## config.mk

```make
export PLATFORM = sky130hd
export DESIGN_NAME = mem_access_unit
export DESIGN_NICKNAME = d
export VERILOG_FILES = /design/src/rtl/mem_access_unit_pkg.sv /design/src/rtl/mem_access_unit_load_align.sv /design/src/rtl/mem_access_unit.sv
export SDC_FILE = /design/constraint.sdc
export NUM_CORES = 1
export LEC_CHECK = 0
export CAP_MARGIN = 10
export CORE_AREA = 3 3 81 83
export DETAILED_ROUTE_END_ITERATION = 8
export DIE_AREA = 0 0 84 86
export DONT_BUFFER_PORTS = 1
export PLACE_DENSITY = 0.62
export SLEW_MARGIN = 20
export SYNTH_ARGS = -nofsm -noshare
export SYNTH_HDL_FRONTEND = slang
export SYNTH_HIERARCHICAL = 1
export SYNTH_SLANG_ARGS = --single-unit
```

## constraint.sdc

```tcl
create_clock -name clk -period 2.9 [get_ports clk]
set_input_delay 0.87 -clock clk [delete_from_list [all_inputs] [get_ports clk]]
set_output_delay 0.87 -clock clk [all_outputs]
set_load 0.02 [all_outputs]
```

## src/rtl/mem_access_unit_pkg.sv

```systemverilog
// ============================================================================
// mem_access_unit_pkg : shared width encodings, FSM states and lane helpers
// Revision 1.0
// ============================================================================
`default_nettype none

package mem_access_unit_pkg;

  localparam logic [1:0] LSW_BYTE = 2'b00;
  localparam logic [1:0] LSW_HALF = 2'b01;
  localparam logic [1:0] LSW_WORD = 2'b10;
  localparam logic [1:0] LSW_RSVD = 2'b11;

  typedef enum logic [1:0] {
    ST_IDLE     = 2'd0,
    ST_WAIT_GNT = 2'd1,
    ST_WAIT_RSP = 2'd2
  } state_e;

  function automatic logic [3:0] byte_enables(input logic [1:0] width, input logic [1:0] addr);
    logic [3:0] be;
    case (width)
      LSW_BYTE: be = 4'b0001 << addr;
      LSW_HALF: be = 4'b0011 << {addr[1], 1'b0};
      default:  be = 4'b1111;
    endcase
    return be;
  endfunction

  function automatic logic [31:0] store_lanes(input logic [1:0] width, input logic [31:0] d);
    logic [31:0] w;
    case (width)
      LSW_BYTE: w = {4{d[7:0]}};
      LSW_HALF: w = {2{d[15:0]}};
      default:  w = d;
    endcase
    return w;
  endfunction

endpackage

`default_nettype wire

```

## src/rtl/mem_access_unit_load_align.sv

```systemverilog
// ============================================================================
// mem_access_unit_load_align : read-lane select with sign/zero extension
// Revision 1.0
// ============================================================================
`default_nettype none

module mem_access_unit_load_align
  import mem_access_unit_pkg::*;
(
  input  logic [31:0] rdata_i,
  input  logic [1:0]  addr_i,
  input  logic [1:0]  width_i,
  input  logic        unsigned_i,
  output logic [31:0] data_o
);

  logic [7:0]  w_lane_b;
  logic [15:0] w_lane_h;

  always_comb begin
    w_lane_b = rdata_i[{addr_i, 3'b000} +: 8];
    w_lane_h = addr_i[1] ? rdata_i[31:16] : rdata_i[15:0];
    case (width_i)
      LSW_BYTE: data_o = {{24{~unsigned_i & w_lane_b[7]}}, w_lane_b};
      LSW_HALF: data_o = {{16{~unsigned_i & w_lane_h[15]}}, w_lane_h};
      default:  data_o = rdata_i;
    endcase
  end

endmodule

`default_nettype wire

```

## src/rtl/mem_access_unit.sv

```systemverilog
// ============================================================================
// mem_access_unit : RV32I memory-stage load/store engine (req/gnt/rsp port)
// Revision 1.0
// ============================================================================
`default_nettype none

module mem_access_unit
  import mem_access_unit_pkg::*;
(
  input  logic        clk,
  input  logic        rstn,
  input  logic [31:0] i_ALUResult_32,
  input  logic        i_Load_1,
  input  logic        i_Store_1,
  input  logic        i_LoadUnsigned_1,
  input  logic [1:0]  i_LoadStoreWidth_2,
  input  logic [31:0] i_StoreData_32,
  output logic [31:0] o_MemResult_32,
  output logic        o_Stall_1,
  output logic        o_Misaligned_1,
  output logic        o_DmemReq_1,
  output logic        o_DmemWe_1,
  output logic [31:0] o_DmemAddr_32,
  output logic [3:0]  o_DmemBe_4,
  output logic [31:0] o_DmemWdata_32,
  input  logic        i_DmemGnt_1,
  input  logic        i_DmemRvalid_1,
  input  logic [31:0] i_DmemRdata_32
);

  state_e      state_q, state_d;
  logic        w_access;
  logic        w_misaligned;
  logic        w_aligned;
  logic        w_complete;
  logic [31:0] w_load_data;

  assign w_access = i_Load_1 | i_Store_1;

  always_comb begin
    case (i_LoadStoreWidth_2)
      LSW_HALF: w_misaligned = w_access & i_ALUResult_32[0];
      LSW_WORD: w_misaligned = w_access & (i_ALUResult_32[1:0] != 2'b00);
      LSW_RSVD: w_misaligned = w_access;
      default:  w_misaligned = 1'b0;
    endcase
  end

  assign w_aligned      = w_access & ~w_misaligned;
  assign o_Misaligned_1 = w_misaligned;

  assign o_DmemReq_1    = w_aligned & (state_q != ST_WAIT_RSP);
  assign o_DmemWe_1     = o_DmemReq_1 & i_Store_1;
  assign o_DmemAddr_32  = {i_ALUResult_32[31:2], 2'b00};
  assign o_DmemBe_4     = o_DmemReq_1 ? byte_enables(i_LoadStoreWidth_2, i_ALUResult_32[1:0]) : 4'b0000;
  assign o_DmemWdata_32 = store_lanes(i_LoadStoreWidth_2, i_StoreData_32);

  // A store retires on grant; a load only on its response.
  assign w_complete = (state_q == ST_WAIT_RSP) ? (i_Load_1 & i_DmemRvalid_1)
                                               : (o_DmemReq_1 & i_Store_1 & i_DmemGnt_1);
  assign o_Stall_1  = w_aligned & ~w_complete;

  mem_access_unit_load_align u_load_align (
    .rdata_i    (i_DmemRdata_32),
    .addr_i     (i_ALUResult_32[1:0]),
    .width_i    (i_LoadStoreWidth_2),
    .unsigned_i (i_LoadUnsigned_1),
    .data_o     (w_load_data)
  );

  always_comb begin
    if (w_misaligned)  o_MemResult_32 = 32'h0;
    else if (i_Load_1) o_MemResult_32 = w_load_data;
    else               o_MemResult_32 = i_ALUResult_32;
  end

  always_comb begin
    state_d = state_q;
    case (state_q)
      ST_IDLE, ST_WAIT_GNT: begin
        if (!w_aligned)       state_d = ST_IDLE;
        else if (i_DmemGnt_1) state_d = i_Load_1 ? ST_WAIT_RSP : ST_IDLE;
        else                  state_d = ST_WAIT_GNT;
      end
      ST_WAIT_RSP: begin
        if (i_DmemRvalid_1 || !w_aligned) state_d = ST_IDLE;
      end
      default: state_d = ST_IDLE;
    endcase
  end

  always_ff @(posedge clk or negedge rstn) begin
    if (!rstn) state_q <= ST_IDLE;
    else       state_q <= state_d;
  end

endmodule

`default_nettype wire
```

## Yosys cells after proc, flatten, opt, wreduce, memory -nomap -nowiden

Cells that the tools add are included.

| cells by class | value |
|---|---|
| eq/ne operators | 7 |
| shifts and indexed selects | 3 |
| muxes and demuxes | 14 |
| bitwise operators | 14 |
| reduce and logical (&&, ||, !) cells | 6 |

Operator list:

| operator | number |
|---|---|
| 32-bit one-hot mux with 2 select lines | 2 |
| 32-bit two-way mux | 2 |
| 32-bit by 6-bit indexed part select with 8-bit output | 1 |
| 16-bit two-way mux | 1 |
| 1-bit AND | 10 |
| 2-bit two-way mux | 4 |
| 4-bit one-hot mux with 2 select lines | 1 |
| 2-bit equality test (second input constant) | 3 |
| 2-bit by 1-bit equality test with 1-bit output (second input constant) | 2 |
| 2-bit logical NOT | 2 |
| 4-bit two-way mux | 1 |
| 2-bit one-hot mux with 2 select lines | 1 |
| 1-bit by 2-bit left shift with 4-bit output (first input constant) | 1 |
| 2-bit by 2-bit left shift with 4-bit output (first input constant) | 1 |
| 1-bit NOT | 3 |
| 1-bit one-hot mux with 3 select lines | 1 |
| 2-bit by 1-bit != test with 1-bit output (second input constant) | 1 |
| 2-bit != test (second input constant) | 1 |
| 2-bit nonzero test | 1 |
| 2-bit OR reduction | 1 |
| 1-bit logical NOT | 1 |
| 1-bit logical OR | 1 |
| 1-bit two-way mux | 1 |
| 1-bit OR | 1 |

| storage, ports and cells | value |
|---|---|
| register bits | 2 |
| input port bits | 105 |
| output and inout bits | 104 |
| word-level logic and storage cells | 45 |

## Logic depth before layout (Yosys ltp)

Gate-level depths: netlist (run 1).

| logic depth | value |
|---|---|
| depth in word-level cells | 11 |
| gate-level depth with buffers | 8 |
| depth with buffers taken out | 6 |

## Cells and area by module

The synthesis (run 1) kept the hierarchy.

By module, submodules not included:

| module | instances | cells an instance | area each (sq um) |
|---|---|---|---|
| mem_access_unit | 1 | 236 | 1550.2 |
| mem_access_unit_load_align | 1 | 122 | 694.4 |

## Worst setup path before layout (run 1)

No wires, ideal clock.

| timing path | value |
|---|---|
| path kind | input to output |
| from | input i_LoadStoreWidth_2[0] |
| to | output o_Stall_1 |
| arrival | 2286 ps |
| setup slack | -256 ps |
| stages on the path | 5 |
| path buffers | 0 |
| cell sequence | inv_1 ha_1 a211oi_4 nor2_2 nor4bb_1 |

| between the ends | value |
|---|---|
| word-level cells in the longest chain between the ends | 10 |
| elaborated cells on any way between the ends | 12 |

RTL lines:

| item | RTL line | text |
|---|---|---|
| start, declared | mem_access_unit.sv:16 | `input logic [1:0] i_LoadStoreWidth_2,` |
| 2-bit equality test or 2-bit by 1-bit equality test with 1-bit output (tied branches) | mem_access_unit.sv:41 | `case (i_LoadStoreWidth_2)` |
| 1-bit one-hot mux with 3 select lines (*) | mem_access_unit.sv:41 |  |
| 1-bit NOT (*) | mem_access_unit.sv:49 | `assign w_aligned = w_access & ~w_misaligned;` |
| 1-bit AND (*) | mem_access_unit.sv:49 |  |
| 1-bit AND | mem_access_unit.sv:52 | `assign o_DmemReq_1 = w_aligned & (state_q != ST_WAIT_RSP);` |
| 1-bit AND (2 in series) | mem_access_unit.sv:60 | `: (o_DmemReq_1 & i_Store_1 & i_DmemGnt_1);` |
| 1-bit two-way mux | mem_access_unit.sv:59 | `assign w_complete = (state_q == ST_WAIT_RSP) ? (i_Load_1 & i_DmemRvalid_1)` |
| 1-bit NOT | mem_access_unit.sv:61 | `assign o_Stall_1 = w_aligned & ~w_complete;` |
| 1-bit AND (*) | mem_access_unit.sv:61 |  |
| end, declared | mem_access_unit.sv:19 | `output logic o_Stall_1,` |

Every way passes the cells marked *; elsewhere a longest branch is shown, timed or not.

## Final worst setup path (run 1)

| timing path | value |
|---|---|
| from | input i_LoadStoreWidth_2[0] |
| to | output o_MemResult_32[15] |

| between the ends | value |
|---|---|
| word-level cells in the longest chain between the ends | 4 |
| elaborated cells on any way between the ends | 8 |

RTL lines:

| item | RTL line | text |
|---|---|---|
| 2-bit by 1-bit equality test with 1-bit output or 2-bit logical NOT (tied branches) | mem_access_unit_load_align.sv:23, mem_access_unit.sv:41 |  |
| 32-bit one-hot mux with 2 select lines | mem_access_unit_load_align.sv:23 | `case (width_i)` |
| 32-bit two-way mux | mem_access_unit.sv:73 | `else if (i_Load_1) o_MemResult_32 = w_load_data;` |
| 32-bit two-way mux (*) | mem_access_unit.sv:72 | `if (w_misaligned) o_MemResult_32 = 32'h0;` |
| end, declared | mem_access_unit.sv:18 | `output logic [31:0] o_MemResult_32,` |

Marks and branches as above.

==> results of run 1 <==
==> power by group <==
part	internal (mW)	leakage, nW	total [mW]	switching (mW)
registers	0.0308	0.0263	0.0337	0.00288
clock network	0.0879	0.0216	0.111	0.0228
logic	0.310	1.33	0.663	0.353
==> cells by family (layout without fill, tap and decap cells) <==
logic type | count (synthesis) | after routing | synth area share
other cells | 1 | 2 | 0.001671
mux | 11 | 11 | 0.05574
fa+ha+maj | 4 | 4 | 0.02230
buf+inv | 106 | 100 | 0.2681
simple gates | 142 | 142 | 0.2826
compound gates | 92 | 92 | 0.3473
flops | 2 | 2 | 0.02230
==> final cells by class <==
class / count / area [µm²]
well taps: 75 / 93.84
clock buffers: 3 / 41.29
inverters: 37 / 151.4
flip-flops and latches: 2 / 50.05
multi-input cells: 251 / 2038
fillers: 581 / 2935
repair buffers: 60 / 610.6
==> what timing repair did <==
item	CTS	global route
resized for setup	17	14
cloned	1	0
pin swaps	11	9
setup endpoints to repair	45	38
setup buffers	8	1
==> per-layer routing <==
metal  part of all wire  track usage  vias to the layer above
met5                  0            0                        -
met4             0.0074      0.03947                        0
met3              0.099      0.05476                       10
met2               0.51       0.3724                      130
met1               0.38       0.2359                     1210
li1                   -            -                     1197
==> worst max-delay path by stage <==
stage,endpoint,slack (ns)
6_report,o_MemResult_32[15],-0.13
5_1_grt,o_MemResult_32[20],-0.19
4_1_cts,o_MemResult_32[17],-0.13
3_5_place_dp,o_MemResult_32[22],-0.19
3_3_place_gp,o_MemResult_32[26],-0.12
2_1_floorplan,o_DmemBe_4[1],-0.08
==> cells in the mapped netlist, drive strengths merged, types with 7 or more instances <==
master,count
nor2b,8
clkbuf,10
inv,37
o32ai,32
nor2,10
o21ai,7
nand2,106
a21oi,8
nand2b,9
a221o,8
a22o,8
a22oi,13
buf,59
mux2,9
==> metrics by stage <==
step	instance area [µm²]	hold slack (ns)
after floorplan	2619	0.4676
after global placement	2745	0.4988
after detailed placement	2745	0.5076
after CTS	2932	0.3535
after global routing	2985	0.3510
final	2985	0.3560
==> Implementation_results.wiki, run 1 <==
{| class="wikitable"
! Metric !! Value
|-
| Starting density of the core || 0.3791
|-
| Final RePlAce weighted congestion || just under 0.8
|-
| Count of standard-cell rows || 28
|-
| Placed cells || roughly 420
|-
| Total clock sinks || 2
|-
| Crit path arrival time || 2.16 ns
|-
| Worst path bufs/invs || 5
|-
| Chip Height || 86 µm
|-
| Most frequent standard cell in the layout excluding fill and tap cells || nand2_1
|-
| Number of nets in the layout || 464
|-
| Outcome || finished, violations left
|-
| Worst-case setup slack after placement || -0.1892 ns
|-
| Number of different library cells in the post-synthesis netlist || 46
|-
| Number of warning messages in the yosys log || 6
|-
| Routed via count || 2547
|-
| Type of the worst setup path || in2out
|-
| Leading post-synthesis cells by cell area || nand2_1, buf_4, o32ai_1, inv_1, a22oi_1
|-
| RR Endpoint || state_q[1]$_DFFE_PN0P_
|-
| Library cell with the largest summed area after synthesis || nand2_1
|-
| Cts hold-fix bufs || 0
|-
| Number of standard cells in the final layout excluding fillers || roughly 430
|-
| Highest Clock Rate || 330.3 MHz
|-
| Antenna diodes || 0
|-
| Max clock buf depth || 2
|-
| Synthesized instance count || 358
|-
| Number of vias per cell || around 6
|-
| Final sum of negative setup slack || -1.691 ns
|-
| Worst reg2reg path startpoint || state_q[0]$_DFFE_PN0P_
|-
| Synth top area share || 0.1756
|-
| Maximum number of pins on one net before global-route repair || 69
|-
| Registers with the most flip-flops || state_q (2)
|-
| Largest incremental delay on the critical path || between 0.2 and 0.3 ns
|-
| Wire length of the first global-routing pass || 12.38 mm
|-
| Average size of a mapped cell || 6.270 µm²
|-
| Worst reg-to-reg path cell count || 3
|-
| Setup repair after global routing missed its margin || yes
|-
| Number of slew-limit violations in the final report || 0
|-
| Ys async rst share || 1.000
|-
| Crit-path cells || inv_12 -> ha_4 -> a211oi_4 -> buf_12 -> nor3b_4 -> buf_12 -> buf_4 -> o32ai_2 -> buf_4
|-
| Largest delay share family, worst path || buffers and inverters
|-
| Buffer cell driving the clock tree root || clkbuf_8
|-
| Worst setup startpoint || i_LoadStoreWidth_2[0]
|-
| Maximum net fanout on the critical path || 17
|-
| Final setup viols || 25
|-
| Stages on the worst setup path || 9
|-
| Leading cell types in the layout, fill and taps excluded || nand2_1, buf_4, inv_1
|-
| First-pass DRT Iterations || 4
|-
| Starting DRC count in detailed routing || between 150 and 200
|-
| Worst setup SP type || input port
|-
| Relative area change from synthesis to final layout || 33.00%
|-
| Clock-pin slew of the registers on the worst-case setup and hold paths || roughly 0.030 ns
|-
| Die Width || 84 µm
|-
| Clock latency on the worst-skew pair || 0.21 ns
|-
| Final clock skew || 0.0004364 ns
|-
| Post-layout min period || a little over 3 ns
|-
| Area of the mapped netlist || around 2200 µm²
|-
| Most used flip-flop cell after synthesis || dfrtp_1
|-
| Detailed-placement wirelength estimate || 6.237 mm
|-
| Crit-path slowest cell || a211oi_4
|-
| Critical path required time || 2.03 ns
|-
| Number of enable flip-flop cells after synthesis || 0
|-
| Aggregate routed wire length || 7.869 mm
|-
| Number of buffer cells added on primary ports || 0
|-
| Class of the tightest hold or removal check || in2async
|-
| Maximum level of the CTS H-tree || 1
|-
| Num ports || 209
|-
| Die outline area || 7224 µm²
|-
| Core footprint || slightly below 6000 µm²
|-
| Yosys reg bits || 2
|-
| Drc violations || 0
|-
| Per-cell routed wire length || 18.39 µm
|-
| Number of flip-flops in the largest register || 2
|-
| GRT Util Overall || 0.2024
|-
| Final WS setup || -0.1272 ns
|-
| Total Power Consumption || 0.8071 mW
|-
| Count of maximum capacitance violations || 0
|-
| Residual antenna-violating net count after detailed routing || 0
|-
| Failing checks || negative setup slack
|-
| CP Capture Type || output pin
|-
| Count of final hold-check violations || 0
|-
| Worst R2R Setup Slack || 1.90 ns
|-
| Sequential cell area fraction in the yosys report || 0.02230
|-
| Register name with the most flops || state_q
|-
| TritonCTS clock tree || done
|-
| Via count of the first global-routing pass || 2567
|-
| Part of the cycle the worst path needs || 1.044
|-
| Post-layout util || 0.5042
|-
| Power density normalized to cell area || between 200 and 300 nW/µm²
|-
| Peak supply drop || 0.1339 mV
|-
| Share of layout cells above drive strength 1 || 0.3739
|-
| Antenna violations before repair || 0
|-
| Total CTS buffers || 3
|-
| Static Leakage || 1.373 nW
|-
| Congestion Overflow GR || 0
|}
No activity file was read; power rests on OpenSTA's default activity.
==> run 2, diff against run 1 <==
--- a/constraint.sdc
+++ b/constraint.sdc
@@ -3,2 +3,2 @@
 set_output_delay 0.87 -clock clk [all_outputs]
-set_load 0.02 [all_outputs]
+set_load 0.005 [all_outputs]
==> Implementation_results.wiki, run 2 (synthesized netlist as in run 1, its figures left out) <==
{| class="wikitable"
! Metric !! Value
|-
| Worst reg2reg path startpoint || state_q[1]$_DFFE_PN0P_
|-
| Number of vias per cell || 6.195 (+4.1%)
|-
| Antenna violations before repair || 0 (unchanged)
|-
| Switching share of total power || 0.4185 (-0.05050)
|-
| Clock latency on the worst-skew pair || 0.21 ns (about the same)
|-
| Maximum level of the CTS H-tree || 1 (unchanged)
|-
| Die outline area || 7224 µm² (unchanged)
|-
| Aggregate routed wire length || 7.663 mm (-2.6%)
|-
| Final RePlAce weighted congestion || 0.8886 (+14%)
|-
| Met1 Use GR || 0.2180 (-0.01791)
|-
| Setup repair after global routing missed its margin || yes
|-
| Per-cell routed wire length || 19.70 µm (+7.1%)
|-
| Endpoint of the most critical setup path || o_MemResult_32[12]
|-
| Detailed-placement wirelength estimate || 6.026 mm (-3.4%)
|-
| Number of flip-flops in the largest register || 2 (unchanged)
|-
| Post-layout util || 0.3895 (-0.1148)
|-
| Fraction of power consumed by sequential logic || 0.064 (+0.022)
|-
| Worst path bufs/invs || 2 (-3)
|-
| Number of slew-limit violations in the final report || 0 (unchanged)
|-
| Residual antenna-violating net count after detailed routing || 0 (unchanged)
|-
| Outcome || finished, final reports clean
|-
| Clock group share of total power || 0.210 (+0.073)
|-
| Worst reg-to-reg path cell count || 3 (unchanged)
|-
| Switching power || 0.2192 mW (-42%)
|-
| Total Power Consumption || 0.5237 mW (-35%)
|-
| Placed cells || 385 (-7.7%)
|-
| Congestion Overflow GR || 0 (unchanged)
|-
| Relative area change from synthesis to final layout || 2.731%
|-
| Post-layout min period || 2.890 ns (-0.1372 ns)
|-
| Chip Height || 86 µm (unchanged)
|-
| Combinational fraction of design power || 0.726 (-0.095)
|-
| Worst setup startpoint || i_LoadStoreWidth_2[1]
|-
| Global-route met3 utilization || 0.04899 (-0.005764)
|-
| Number of buffer cells added on primary ports || 0 (unchanged)
|-
| Maximum net fanout on the critical path || 41 (+24)
|-
| Num ports || 209 (unchanged)
|-
| Clock-pin slew of the registers on the worst-case setup and hold paths || 0.03 ns (about the same)
|-
| GRT Util Overall || 0.1887 (-0.01366)
|-
| Count of standard-cell rows || 28 (unchanged)
|-
| Met2 usage in global routing || 0.3478 (-0.02458)
|-
| Critical path required time || 2.03 ns (about the same)
|-
| Total clock sinks || 2 (unchanged)
|-
| Power density normalized to cell area || 227.1 nW/µm² (-16%)
|-
| Buffer cell driving the clock tree root || clkbuf_8
|-
| Count of maximum capacitance violations || 0 (unchanged)
|-
| Wire length of the first global-routing pass || 11.18 mm (-9.6%)
|-
| Registers with the most flip-flops || state_q (2)
|-
| Worst setup SP type || input port
|-
| Largest delay share family, worst path || simple AND/OR/NAND/NOR gates
|-
| Starting DRC count in detailed routing || 173 (+14%)
|-
| Largest incremental delay on the critical path || 0.34 ns (+0.09 ns)
|-
| Type of the worst setup path || in2out
|-
| Peak supply drop || 0.1033 mV (-23%)
|-
| TritonCTS clock tree || done
|-
| Class of the tightest hold or removal check || in2async
|-
| Crit-path cells || inv_2 -> ha_4 -> o21bai_4 -> nor2_2 -> buf_4 -> o32ai_1
|-
| Register name with the most flops || state_q
|-
| Routed via count || 2410 (-5.4%)
|-
| Most frequent standard cell in the layout excluding fill and tap cells || nand2_1
|-
| Cts hold-fix bufs || 0 (unchanged)
|-
| First-pass DRT Iterations || 4 (unchanged)
|-
| Stages on the worst setup path || 6 (-3)
|-
| Number of nets in the layout || 425 (-8.4%)
|-
| Highest Clock Rate || 346.0 MHz (+4.7%)
|-
| Number of standard cells in the final layout excluding fillers || 389 (-9.1%)
|-
| Internal Dissipation || 0.3045 mW (-29%)
|-
| Share of layout cells above drive strength 1 || 0.2197 (-0.1542)
|-
| Max clock buf depth || 2 (unchanged)
|-
| Core footprint || 5921 µm² (unchanged)
|-
| Final WS setup || 0.009955 ns (+0.1372 ns)
|-
| Total CTS buffers || 3 (unchanged)
|-
| Drc violations || 0 (unchanged)
|-
| Crit-path slowest cell || nor2_2
|-
| Antenna diodes || 0 (unchanged)
|-
| RR Endpoint || state_q[1]$_DFFE_PN0P_
|-
| Die Width || 84 µm (unchanged)
|-
| Final sum of negative setup slack || 0 ns (+1.691 ns)
|-
| Worst-case setup slack after placement || -0.1417 ns (+0.04751 ns)
|-
| Starting density of the core || 0.3791 (unchanged)
|-
| Count of final hold-check violations || 0 (unchanged)
|-
| Part of the cycle the worst path needs || 0.9966 (-0.04729)
|-
| Via count of the first global-routing pass || 2226 (-13%)
|-
| Static Leakage || 1.100 nW (-20%)
|-
| Most heavily used metal layer in global routing || met2
|-
| CP Capture Type || output pin
|-
| Maximum number of pins on one net before global-route repair || 69 (unchanged)
|-
| Worst R2R Setup Slack || 1.90 ns (about the same)
|-
| Final setup viols || 0 (-100%)
|-
| Crit path arrival time || 2.02 ns (-0.14 ns)
|-
| Final clock skew || 0.0003756 ns (-0.00006074 ns)
|-
| Leading cell types in the layout, fill and taps excluded || nand2_1, inv_1, o32ai_2
|}
-- run 2: how the worst min path moves through the flow --
stage	slack, ns	startpoint	to	cells after the start
5_1_grt	0.35	rstn	state_q[0]$_DFFE_PN0P_	0
4_1_cts	0.35	rstn	state_q[0]$_DFFE_PN0P_	0
6_report	0.36	rstn	state_q[0]$_DFFE_PN0P_	0
3_5_place_dp	0.51	state_q[1]$_DFFE_PN0P_	state_q[0]$_DFFE_PN0P_	1
3_3_place_gp	0.49	state_q[1]$_DFFE_PN0P_	state_q[0]$_DFFE_PN0P_	1
2_1_floorplan	0.47	state_q[1]$_DFFE_PN0P_	state_q[0]$_DFFE_PN0P_	1
-- run 2: layout make-up --
class,count,area (µm²)
Tap cell,75,93.84
Fill cell,622,3615
Multi-Input combinational cell,251,1768
Clock buffer,3,41.29
Timing Repair Buffer,21,211.5
Sequential cell,2,50.05
Inverter,37,141.4
-- run 2: metal layers --
metal,wire length (µm),up-vias
met4,68,0
met2,3941,152
met1,2830,1136
met3,823,6
li1,-,1116
met5,0,-
-- run 2: per-stage QoR --
stage	area (µm²)	hold slack, ns
floorplan	2248	0.4676
detailed placement	2086	0.5060
global placement	2086	0.4931
finish	2306	0.3556
global route	2306	0.3516
CTS	2233	0.3545
-- run 2: what timing repair did --
| item | in CTS | in global routing |
|---|---|---|
| pin swaps | 4 | 6 |
| cloned | 0 | 0 |
| endpoints found under the setup margin | 34 | 33 |
| setup buffers | 1 | 0 |
| resized for setup | 16 | 12 |
-- run 2: worst register-to-register path, cell delays in order, from the launching register on --
cell     delay (ns)
dfrtp_1        0.39
nor3b_1        0.27
o21ai_0        0.13
a21oi_1        0.13
-- run 2: power groups by stage --
| stage | combinational [mW] | clock, mW | sequential, mW |
|---|---|---|---|
| final | 0.380 | 0.110 | 0.0333 |
| after global routing | 0.415 | 0.114 | 0.0339 |
| after CTS | 0.368 | 0.110 | 0.0332 |
| after detailed placement | 0.345 | 0 | 0.0335 |
| after global placement | 0.340 | 0 | 0.0332 |
| after floorplan | 0.332 | 0 | 0.0328 |
